$ cat src/rtl/multi_pulse_controller.sv
// multi_pulse_controller
// Multi-channel debounced pulse generator for single-stepping a pipelined core.
// Each channel synchronises a raw button, debounces the press and the release,
// then emits a fixed-width clock pulse plus a one-cycle strobe per accepted
// press. While the button is held, optional auto-repeat re-fires after a gap.
// Channels are completely independent; they share only clock and reset.

module multi_pulse_controller #(
  parameter int NUM_CH          = 4,
  parameter int CNT_W           = 28,
  parameter int DEBOUNCE_CYCLES = 1000000,
  parameter int PULSE_CYCLES    = 100000000,
  parameter int REPEAT_CYCLES   = 50000000
) (
  input  logic              clk,
  input  logic              clear_n,
  input  logic [NUM_CH-1:0] sw_input,
  input  logic [NUM_CH-1:0] repeat_en,
  output logic [NUM_CH-1:0] clk_pulse,
  output logic [NUM_CH-1:0] fire_strobe,
  output logic [NUM_CH-1:0] busy
);

  // Counter reload values. Every countdown runs from X-1 to 0 inclusive, so a
  // phase lasts exactly X cycles before the cnt==0 decision is taken.
  localparam logic [CNT_W-1:0] DEB_LOAD    = CNT_W'(DEBOUNCE_CYCLES - 1);
  localparam logic [CNT_W-1:0] PULSE_LOAD  = CNT_W'(PULSE_CYCLES - 1);
  localparam logic [CNT_W-1:0] REPEAT_LOAD = CNT_W'(REPEAT_CYCLES - 1);
  localparam logic [CNT_W-1:0] CNT_ONE     = CNT_W'(1);
  localparam logic [CNT_W-1:0] CNT_ZERO    = '0;

  // IDLE    : waiting for a press
  // ARM     : press seen, counting stable-high samples
  // FIRE    : clock pulse being driven high
  // HOLD    : pulse done, button still held (repeat gap or parked at 0)
  // REL     : release seen, counting stable-low samples
  typedef enum logic [2:0] {
    IDLE = 3'd0,
    ARM  = 3'd1,
    FIRE = 3'd2,
    HOLD = 3'd3,
    REL  = 3'd4
  } state_t;

  // First flop may go metastable; only the second-flop output s_in is used.
  logic [NUM_CH-1:0] sync_meta;
  logic [NUM_CH-1:0] s_in;

  // Two-flop synchroniser for every raw button input.
  always_ff @(posedge clk or negedge clear_n) begin
    if (!clear_n) begin
      sync_meta <= '0;
      s_in      <= '0;
    end else begin
      sync_meta <= sw_input;
      s_in      <= sync_meta;
    end
  end

  for (genvar ch = 0; ch < NUM_CH; ch++) begin : g_ch

    state_t           state_q;
    state_t           state_d;
    logic [CNT_W-1:0] cnt_q;
    logic [CNT_W-1:0] cnt_d;
    logic             pulse_q;
    logic             pulse_d;
    logic             strobe_q;
    logic             strobe_d;

    // State, counter and registered outputs; reset truncates any pulse at once.
    always_ff @(posedge clk or negedge clear_n) begin
      if (!clear_n) begin
        state_q  <= IDLE;
        cnt_q    <= '0;
        pulse_q  <= 1'b0;
        strobe_q <= 1'b0;
      end else begin
        state_q  <= state_d;
        cnt_q    <= cnt_d;
        pulse_q  <= pulse_d;
        strobe_q <= strobe_d;
      end
    end

    // Next-state and counter update; every decision uses the synchronised level.
    always_comb begin
      state_d = state_q;
      cnt_d   = cnt_q;
      case (state_q)
        IDLE: begin
          if (s_in[ch]) begin
            state_d = ARM;
            cnt_d   = DEB_LOAD;
          end
        end
        ARM: begin
          if (!s_in[ch]) begin
            state_d = IDLE;
          end else if (cnt_q == CNT_ZERO) begin
            state_d = FIRE;
            cnt_d   = PULSE_LOAD;
          end else begin
            cnt_d = cnt_q - CNT_ONE;
          end
        end
        FIRE: begin
          if (cnt_q == CNT_ZERO) begin
            state_d = HOLD;
            cnt_d   = REPEAT_LOAD;
          end else begin
            cnt_d = cnt_q - CNT_ONE;
          end
        end
        HOLD: begin
          if (!s_in[ch]) begin
            state_d = REL;
            cnt_d   = DEB_LOAD;
          end else if (cnt_q == CNT_ZERO) begin
            if (repeat_en[ch]) begin
              state_d = FIRE;
              cnt_d   = PULSE_LOAD;
            end
          end else begin
            cnt_d = cnt_q - CNT_ONE;
          end
        end
        REL: begin
          if (s_in[ch]) begin
            state_d = HOLD;
            cnt_d   = REPEAT_LOAD;
          end else if (cnt_q == CNT_ZERO) begin
            state_d = IDLE;
          end else begin
            cnt_d = cnt_q - CNT_ONE;
          end
        end
        default: begin
          state_d = IDLE;
          cnt_d   = '0;
        end
      endcase
    end

    // Output decode from the next state so the pulse and strobe are registered.
    always_comb begin
      pulse_d  = (state_d == FIRE);
      strobe_d = (state_d == FIRE) && (state_q != FIRE);
    end

    assign clk_pulse[ch]   = pulse_q;
    assign fire_strobe[ch] = strobe_q;
    assign busy[ch]        = (state_q != IDLE);

  end

endmodule

$ cat config.mk
export PLATFORM = sky130hd
export DESIGN_NAME = multi_pulse_controller
export DESIGN_NICKNAME = d
export VERILOG_FILES = /design/src/rtl/multi_pulse_controller.sv
export SDC_FILE = /design/constraint.sdc
export NUM_CORES = 1
export LEC_CHECK = 0
export ABC_CLOCK_PERIOD_IN_PS = 2900
export BUFFER_PORTS_ARGS = -buffer_cell sky130_fd_sc_hd__buf_2
export CORE_UTILIZATION = 28
export CTS_BUF_LIST = sky130_fd_sc_hd__clkbuf_4 sky130_fd_sc_hd__clkbuf_8 sky130_fd_sc_hd__clkbuf_16
export DETAILED_ROUTE_END_ITERATION = 6
export PLACE_DENSITY = 0.44
export SLEW_MARGIN = 20
export SYNTH_ARGS = -nofsm -noshare
export SYNTH_HDL_FRONTEND = slang
export SYNTH_SLANG_ARGS = --single-unit
$ cat constraint.sdc
create_clock -name clk -period 2.9 [get_ports clk]
set_clock_uncertainty 0.2 [all_clocks]
set_input_delay 0.58 -clock clk [delete_from_list [all_inputs] [get_ports clk]]
set_output_delay 0.58 -clock clk [all_outputs]
set_load 0.005 [all_outputs]
==> metrics.txt, run 1 <==
status=finished, final reports clean; fin nets=1,365; DRC violations left=0; vias in the first global route=9,288; post-synthesis cell area=0.009498 mm2; VDD IR max=443.4 uV; Final period util=0.9995; pwr/cell area=548.7 mW/mm2; final worst setup slack=1.497 ps; total iterations of the first detailed-routing run=5; Iter 0 DRT Violations=632; share of layout cells above drive strength 1=0.2072; Initial Util=0.2840; CTS sink count=140; achievable frequency=345.0 MHz; fin util=0.3605; crit path max fanout=8; class of the worst hold path=in2reg; Worst slew margin=0.5544; number of max-cap violations=0; clk buf depth=2; Clock Pin Slew Worst Setup and Hold Paths=70 ps; final setup vio count=0; WL per Instance=17.03 um; Worst setup SP type=register; die area=0.03466 mm2; clk root buf=clkbuf_16; Layout area overhead=26.94%; H-tree levels=4; met1 global-route usage=0.2533; Total Routing Usage GR=0.1833; synthesized net count=1,234; Worst Path Arrival=3030 ps; GR Util met2=0.2931; synth unique cells=82; cts bufs inserted=17; Synth Flop Type=dfrtp_1; Yosys warning total=0; first-pass GRT wire length=50.12 mm; Remaining Overflow, GRT=0; Fin Hold WS=33.70 ps; register area share after synthesis=0.3689; Yosys reg bits=140; Most Crowded Layer GR=met2; number of synthesized flops with an enable pin=0; final wirelength=30.81 mm; initial antenna violation count=0; P_leak=5.040 nW; Data required, critical path=3030 ps; Post-Syn Area per Cell=7.804 um2; cell count after synthesis=1,217; Core Box Area=0.03345 mm2; Buffers on Ports=21; CTS tree=done; Crit Path Class=reg2reg; pin count of the biggest net entering global routing=61; CP endpoint kind=register; Routed Antenna Nets=0; DP Wirelength=21.78 mm; vias=9,694; met3 usage=0.03174; Die X=186.2 um; die height=186.2 um; FP Rows=67; Final Max Tran Viols=0; final hold violations=0; setup_tns=0 ps; Setup WS pre-CTS=-91.20 ps; GPL Wtd Cong=0.8482; io pins=22; via/cell ratio=5.359; slew of the pin with the lowest slew margin=666.0 ps; Skew-Pair Late Insertion Delay=450 ps; # diodes=0; fin crit period=2899 ps; post-synthesis async set-or-reset flop share=1.000; RSZ-0062 raised after global routing=true; # fillers=3,499
## final cells by class
class,instances,area [um2],area share
clock buffer,18,439.2,0.03643
clock inverter,14,207.7,0.01723
inverter,35,131.4,0.01090
multi-input combinational,972,5768,0.4784
sequential,140,3503,0.2906
tap,448,560.5,0.04649
timing repair buffer,182,1446,0.1200
## kinds of logic after synthesis
| group | count (synthesis) | share of synthesized area |
|---|---|---|
| simple gates | 502 | 0.2649 |
| compound gates | 438 | 0.2872 |
| flops | 140 | 0.3689 |
| buf+inv | 105 | 0.04663 |
| xor+xnor | 24 | 0.02213 |
| fa+ha+maj | 7 | 0.009221 |
| mux | 1 | 0.001054 |
## placed cells by master (no fill, tap or decap), types with 5 or more instances in the layout
master,count
a41oi_1,5
nand3_1,31
o31ai_1,10
a21o_1,9
buf_2,20
inv_1,31
nor3b_1,5
nor2b_1,23
nand2b_1,14
o21ai_2,7
o22ai_1,13
o21ai_1,16
dfrtp_1,140
buf_4,149
o22a_1,15
clkbuf_16,19
nor2_1,144
or4_4,9
a22o_1,15
xor2_1,8
o31a_1,5
or3_1,11
and2_1,7
ha_1,6
and3_1,10
xnor2_1,16
a21oi_1,102
a31oi_1,28
or2_2,8
or4_1,5
o21a_1,6
nor4_1,25
nand2_1,107
nand4_1,9
nor3_1,60
o21ai_0,136
## power breakdown
group,switching (W),total [W],internal (W)
combinational,0.00105,0.00179,0.000742
sequential,0.000194,0.00234,0.00214
clock,0.00100,0.00249,0.00148
## registers in the layout, indices dropped and copies added, names as in the netlist
register       count
s_in               4
g_ch.state_q      12
g_ch.cnt_q       112
g_ch.strobe_q      4
g_ch.pulse_q       4
sync_meta          4
## final timing paths
check	slack, ps	to	startpoint	depth (start not counted)
max	1	g_ch[0].cnt_q[27]	g_ch[0].cnt_q[19]	8
min	30	sync_meta[3]	sw_input[3]	1
max reg2reg	1	g_ch[0].cnt_q[27]	g_ch[0].cnt_q[19]	8
min reg2reg	150	s_in[0]	sync_meta[0]	0
max in group asynchronous	1310	g_ch[2].cnt_q[6]	clear_n	3
min in group asynchronous	510	g_ch[0].cnt_q[26]	clear_n	2
## through the flow
step | cells | power [W] | instance area [um2]
4_1_cts | 1799 | 0.006633 | 11760
2_1_floorplan | 1217 | 0.003390 | 9515
6_report | 1809 | 0.006615 | 12060
3_5_place_dp | 1765 | 0.004086 | 11050
5_1_grt | 1809 | 0.006985 | 12060
3_3_place_gp | 1765 | 0.004088 | 11050
## metal layers
layer / share of wire / wire length, um
met4: 0.011 / 328
met1: 0.49 / 15040
met5: 0 / 0
met3: 0.032 / 988
met2: 0.47 / 14460
## critical path: stages, from the launching register on
cell     delay (ps)
dfrtp_1         380
or4_4           540
or4b_4          590
o31a_1          300
o31ai_4         330
buf_12          180
nor3_2           50
xnor2_1         160
nor2_1           60
## cells in the mapped netlist (all sizes together), types with 16 or more instances
master | number | share of area
nand2 | 109 | 0.043
xnor2 | 16 | 0.015
nor4 | 30 | 0.023
clkbuf | 47 | 0.019
inv | 34 | 0.013
a21oi | 107 | 0.056
dfrtp | 140 | 0.37
a31oi | 28 | 0.018
nor3 | 62 | 0.033
o21ai | 159 | 0.084
nor2b | 23 | 0.015
nor2 | 146 | 0.058
nand3 | 31 | 0.016
buf | 23 | 0.014
## what timing repair did
item | in CTS | in global routing
cloned | 1 | 2
pin swaps | 1 | 11
endpoints found under the setup margin | 12 | 62
buffers inserted | 0 | 8
hold buffers | 1 | 0
resized for setup | 5 | 65
endpoints found under the hold margin | 57 | 0
(Power assumes the default switching activity.)
==> inputs of run 2 (changes only) <==
--- a/config.mk
+++ b/config.mk
@@ -10,7 +10,7 @@
 export CORE_UTILIZATION = 28
 export CTS_BUF_LIST = sky130_fd_sc_hd__clkbuf_4 sky130_fd_sc_hd__clkbuf_8 sky130_fd_sc_hd__clkbuf_16
 export DETAILED_ROUTE_END_ITERATION = 6
-export PLACE_DENSITY = 0.44
+export PLACE_DENSITY = 0.49
 export SLEW_MARGIN = 20
 export SYNTH_ARGS = -nofsm -noshare
 export SYNTH_HDL_FRONTEND = slang
==> run 2 against run 1 <==
Effect of this change: the run now ends with setup timing left; highest routed layer unchanged; non-clock buffer count is 6 higher; fmax is 1.6% lower; combinational power is 2% higher; critical endpoint unchanged; power is 0.89% lower; largest power group unchanged; sequential power hardly changed; clock power is 4% lower.
==> metrics.txt, run 2 (synthesis gave the netlist of run 1 again) <==
fin crit period=2946 ps (+47.74 ps); Buffers on Ports=21 (unchanged); vias=9,783 (+0.92%); hold depth=1 (unchanged); Core Box Area=0.03345 mm2 (unchanged); Multi-input gate area=0.005829 mm2 (+1.1%); Setup WS pre-CTS=-72.59 ps (+18.61 ps); pin count of the biggest net entering global routing=63 (+3.3%); Layout area overhead=27.64%; most frequent cells in the layout=buf_4 (151), nor2_1 (145), dfrtp_1 (140), o21ai_0 (133), nand2_1 (105); cts bufs inserted=17 (unchanged); clk buf depth=2 (unchanged); Die X=186.2 um (unchanged); Remaining Overflow, GRT=0 (unchanged); Reg2Reg Setup Slack=-50 ps (-50 ps); Routed Antenna Nets=0 (unchanged); largest register by flop count=g_ch.cnt_q; final hold violations=0 (unchanged); Initial Util=0.2840 (unchanged); Total Routing Usage GR=0.1816 (-0.001742); commonest non-fill, non-tap cell in the layout=buf_4; Post-Place Cells=1,767 (+0.11%); fin util=0.3624 (+0.001983); Skew-Pair Late Insertion Delay=450 ps (about the same); Sw Ratio=0.3446 (+0.005009); PnR Total Power=0.006556 W (-0.89%); Data required, critical path=3040 ps (about the same); io pins=22 (unchanged); RSZ-0062 raised after global routing=true; final wirelength=30.32 mm (-1.6%); DP Wirelength=21.47 mm (-1.4%); initial antenna violation count=0 (unchanged); P_leak=5.060 nW (+0.39%); FP Rows=67 (unchanged); VDD IR max=446.8 uV (+0.78%); Final period util=1.016 (+0.01646); Iter 0 DRT Violations=840 (+33%); crit path max fanout=4 (-4); Worst Path Arrival=3080 ps (+50 ps); via/cell ratio=5.390 (+0.58%); share of layout cells above drive strength 1=0.2187 (+0.01153); die height=186.2 um (unchanged); Reg power frac=0.357 (+0.004); Clock Pin Slew Worst Setup and Hold Paths=70 ps (about the same); pwr/cell area=540.8 mW/mm2 (-1.4%); CP endpoint kind=register; GPL Wtd Cong=0.8898 (+4.9%); Storage cell area=0.003503 mm2 (unchanged); class of the worst hold path=in2reg; fin nets=1,371 (+0.44%); fin cells=1,815 (+0.33%); first-pass GRT wire length=49.77 mm (-0.70%); P_sw=0.002259 W (+0.57%); CTS sink count=140 (unchanged); # fillers=3,506 (+0.20%); clock power share=0.364 (-0.012); CTS tree=done; WL per Instance=16.71 um (-1.9%); combinational share of power=0.280 (+0.009); final setup vio count=17 (+17); Crit Path Class=reg2reg; total iterations of the first detailed-routing run=5 (unchanged); achievable frequency=339.4 MHz (-1.6%); max FFs per register=112 (unchanged); vias in the first global route=9,397 (+1.2%); H-tree levels=4 (unchanged); DRC violations left=0 (unchanged); final worst setup slack=-46.24 ps (-47.74 ps); failing checks=setup timing; r2r worst-path depth=10 (+2); internal power=0.004297 W (-1.6%); largest registers=g_ch.cnt_q x112, g_ch.state_q x12; clk root buf=clkbuf_16; die area=0.03466 mm2 (unchanged); slew of the pin with the lowest slew margin=855.1 ps (+189.1 ps); Worst slew margin=0.4300 (-0.1244); # diodes=0 (unchanged); status=finished, violations left; Worst setup SP type=register; number of max-cap violations=0 (unchanged); Final Max Tran Viols=0 (unchanged)
==> run 2: changes by cell type in the layout (fill, tap and decap cells not counted), sizes merged <==
cell and delta:
buf +7, bufinv -1, clkbuf -1, clkinvlp +1
==> run 2: power by group through the flow <==
stage | logic (W) | registers, W | clock network, W
after global routing | 0.00205 | 0.00237 | 0.00253
after detailed placement | 0.00170 | 0.00236 | 0
after CTS | 0.00172 | 0.00233 | 0.00246
after global placement | 0.00169 | 0.00237 | 0
after floorplan | 0.00106 | 0.00232 | 0
final | 0.00183 | 0.00234 | 0.00238
==> run 2: layout make-up <==
class,instances,share of cell area
clock buffer,18,0.03571
inverter,35,0.01104
clock inverter,14,0.01538
timing repair buffer,188,0.1218
sequential,140,0.2890
multi-input combinational,972,0.4809
tap,448,0.04624
==> run 2: final timing paths <==
check                                        from                 to
worst max-delay path            g_ch[0].cnt_q[25]  g_ch[0].cnt_q[27]
worst min-delay path                  sw_input[1]       sync_meta[1]
worst max register to register  g_ch[0].cnt_q[25]  g_ch[0].cnt_q[27]
worst min register to register       sync_meta[3]            s_in[3]
max in group asynchronous                 clear_n   g_ch[1].cnt_q[8]
min in group asynchronous                 clear_n  g_ch[2].cnt_q[14]
==> run 2: stage by stage <==
step	hold slack [ps]	TNS (ps)	cell area (um2)
after floorplan	84.41	-15.51	9515
after global placement	132.2	-23.26	11040
after detailed placement	134.7	-253.0	11040
after CTS	15.83	0	11740
after global routing	22.87	-2289	12120
final	34.63	-497.6	12120
==> run 2: repair_timing <==
action | 4_1_cts | 5_1_grt
pin swaps | 1 | 36
endpoints found under the hold margin | 56 | 0
hold buffers | 1 | 0
cloned | 1 | 1
endpoints found under the setup margin | 10 | 69
resized for setup | 7 | 88
buffers inserted | 2 | 11
==> run 2: routing by layer <==
| metal | share of wire | global-route usage | vias up |
|---|---|---|---|
| met1 | 0.48 | 0.2527 | 4731 |
| met2 | 0.46 | 0.2904 | 230 |
| met4 | 0.014 | 0.05607 | 0 |
| met5 | 0 | 0 | - |
| li1 | - | - | 4791 |
| met3 | 0.037 | 0.02512 | 31 |
==> run 2: worst max-delay path, cell delays in order, from the launching register on <==
cell      delay, ps
dfrtp_1         390
or4_4           540
or4b_4          580
buf_4           160
nand3b_4        180
buf_6           140
o21ai_1         120
nand3_1         100
a31oi_1         200
buf_4           170
nor2_1           50
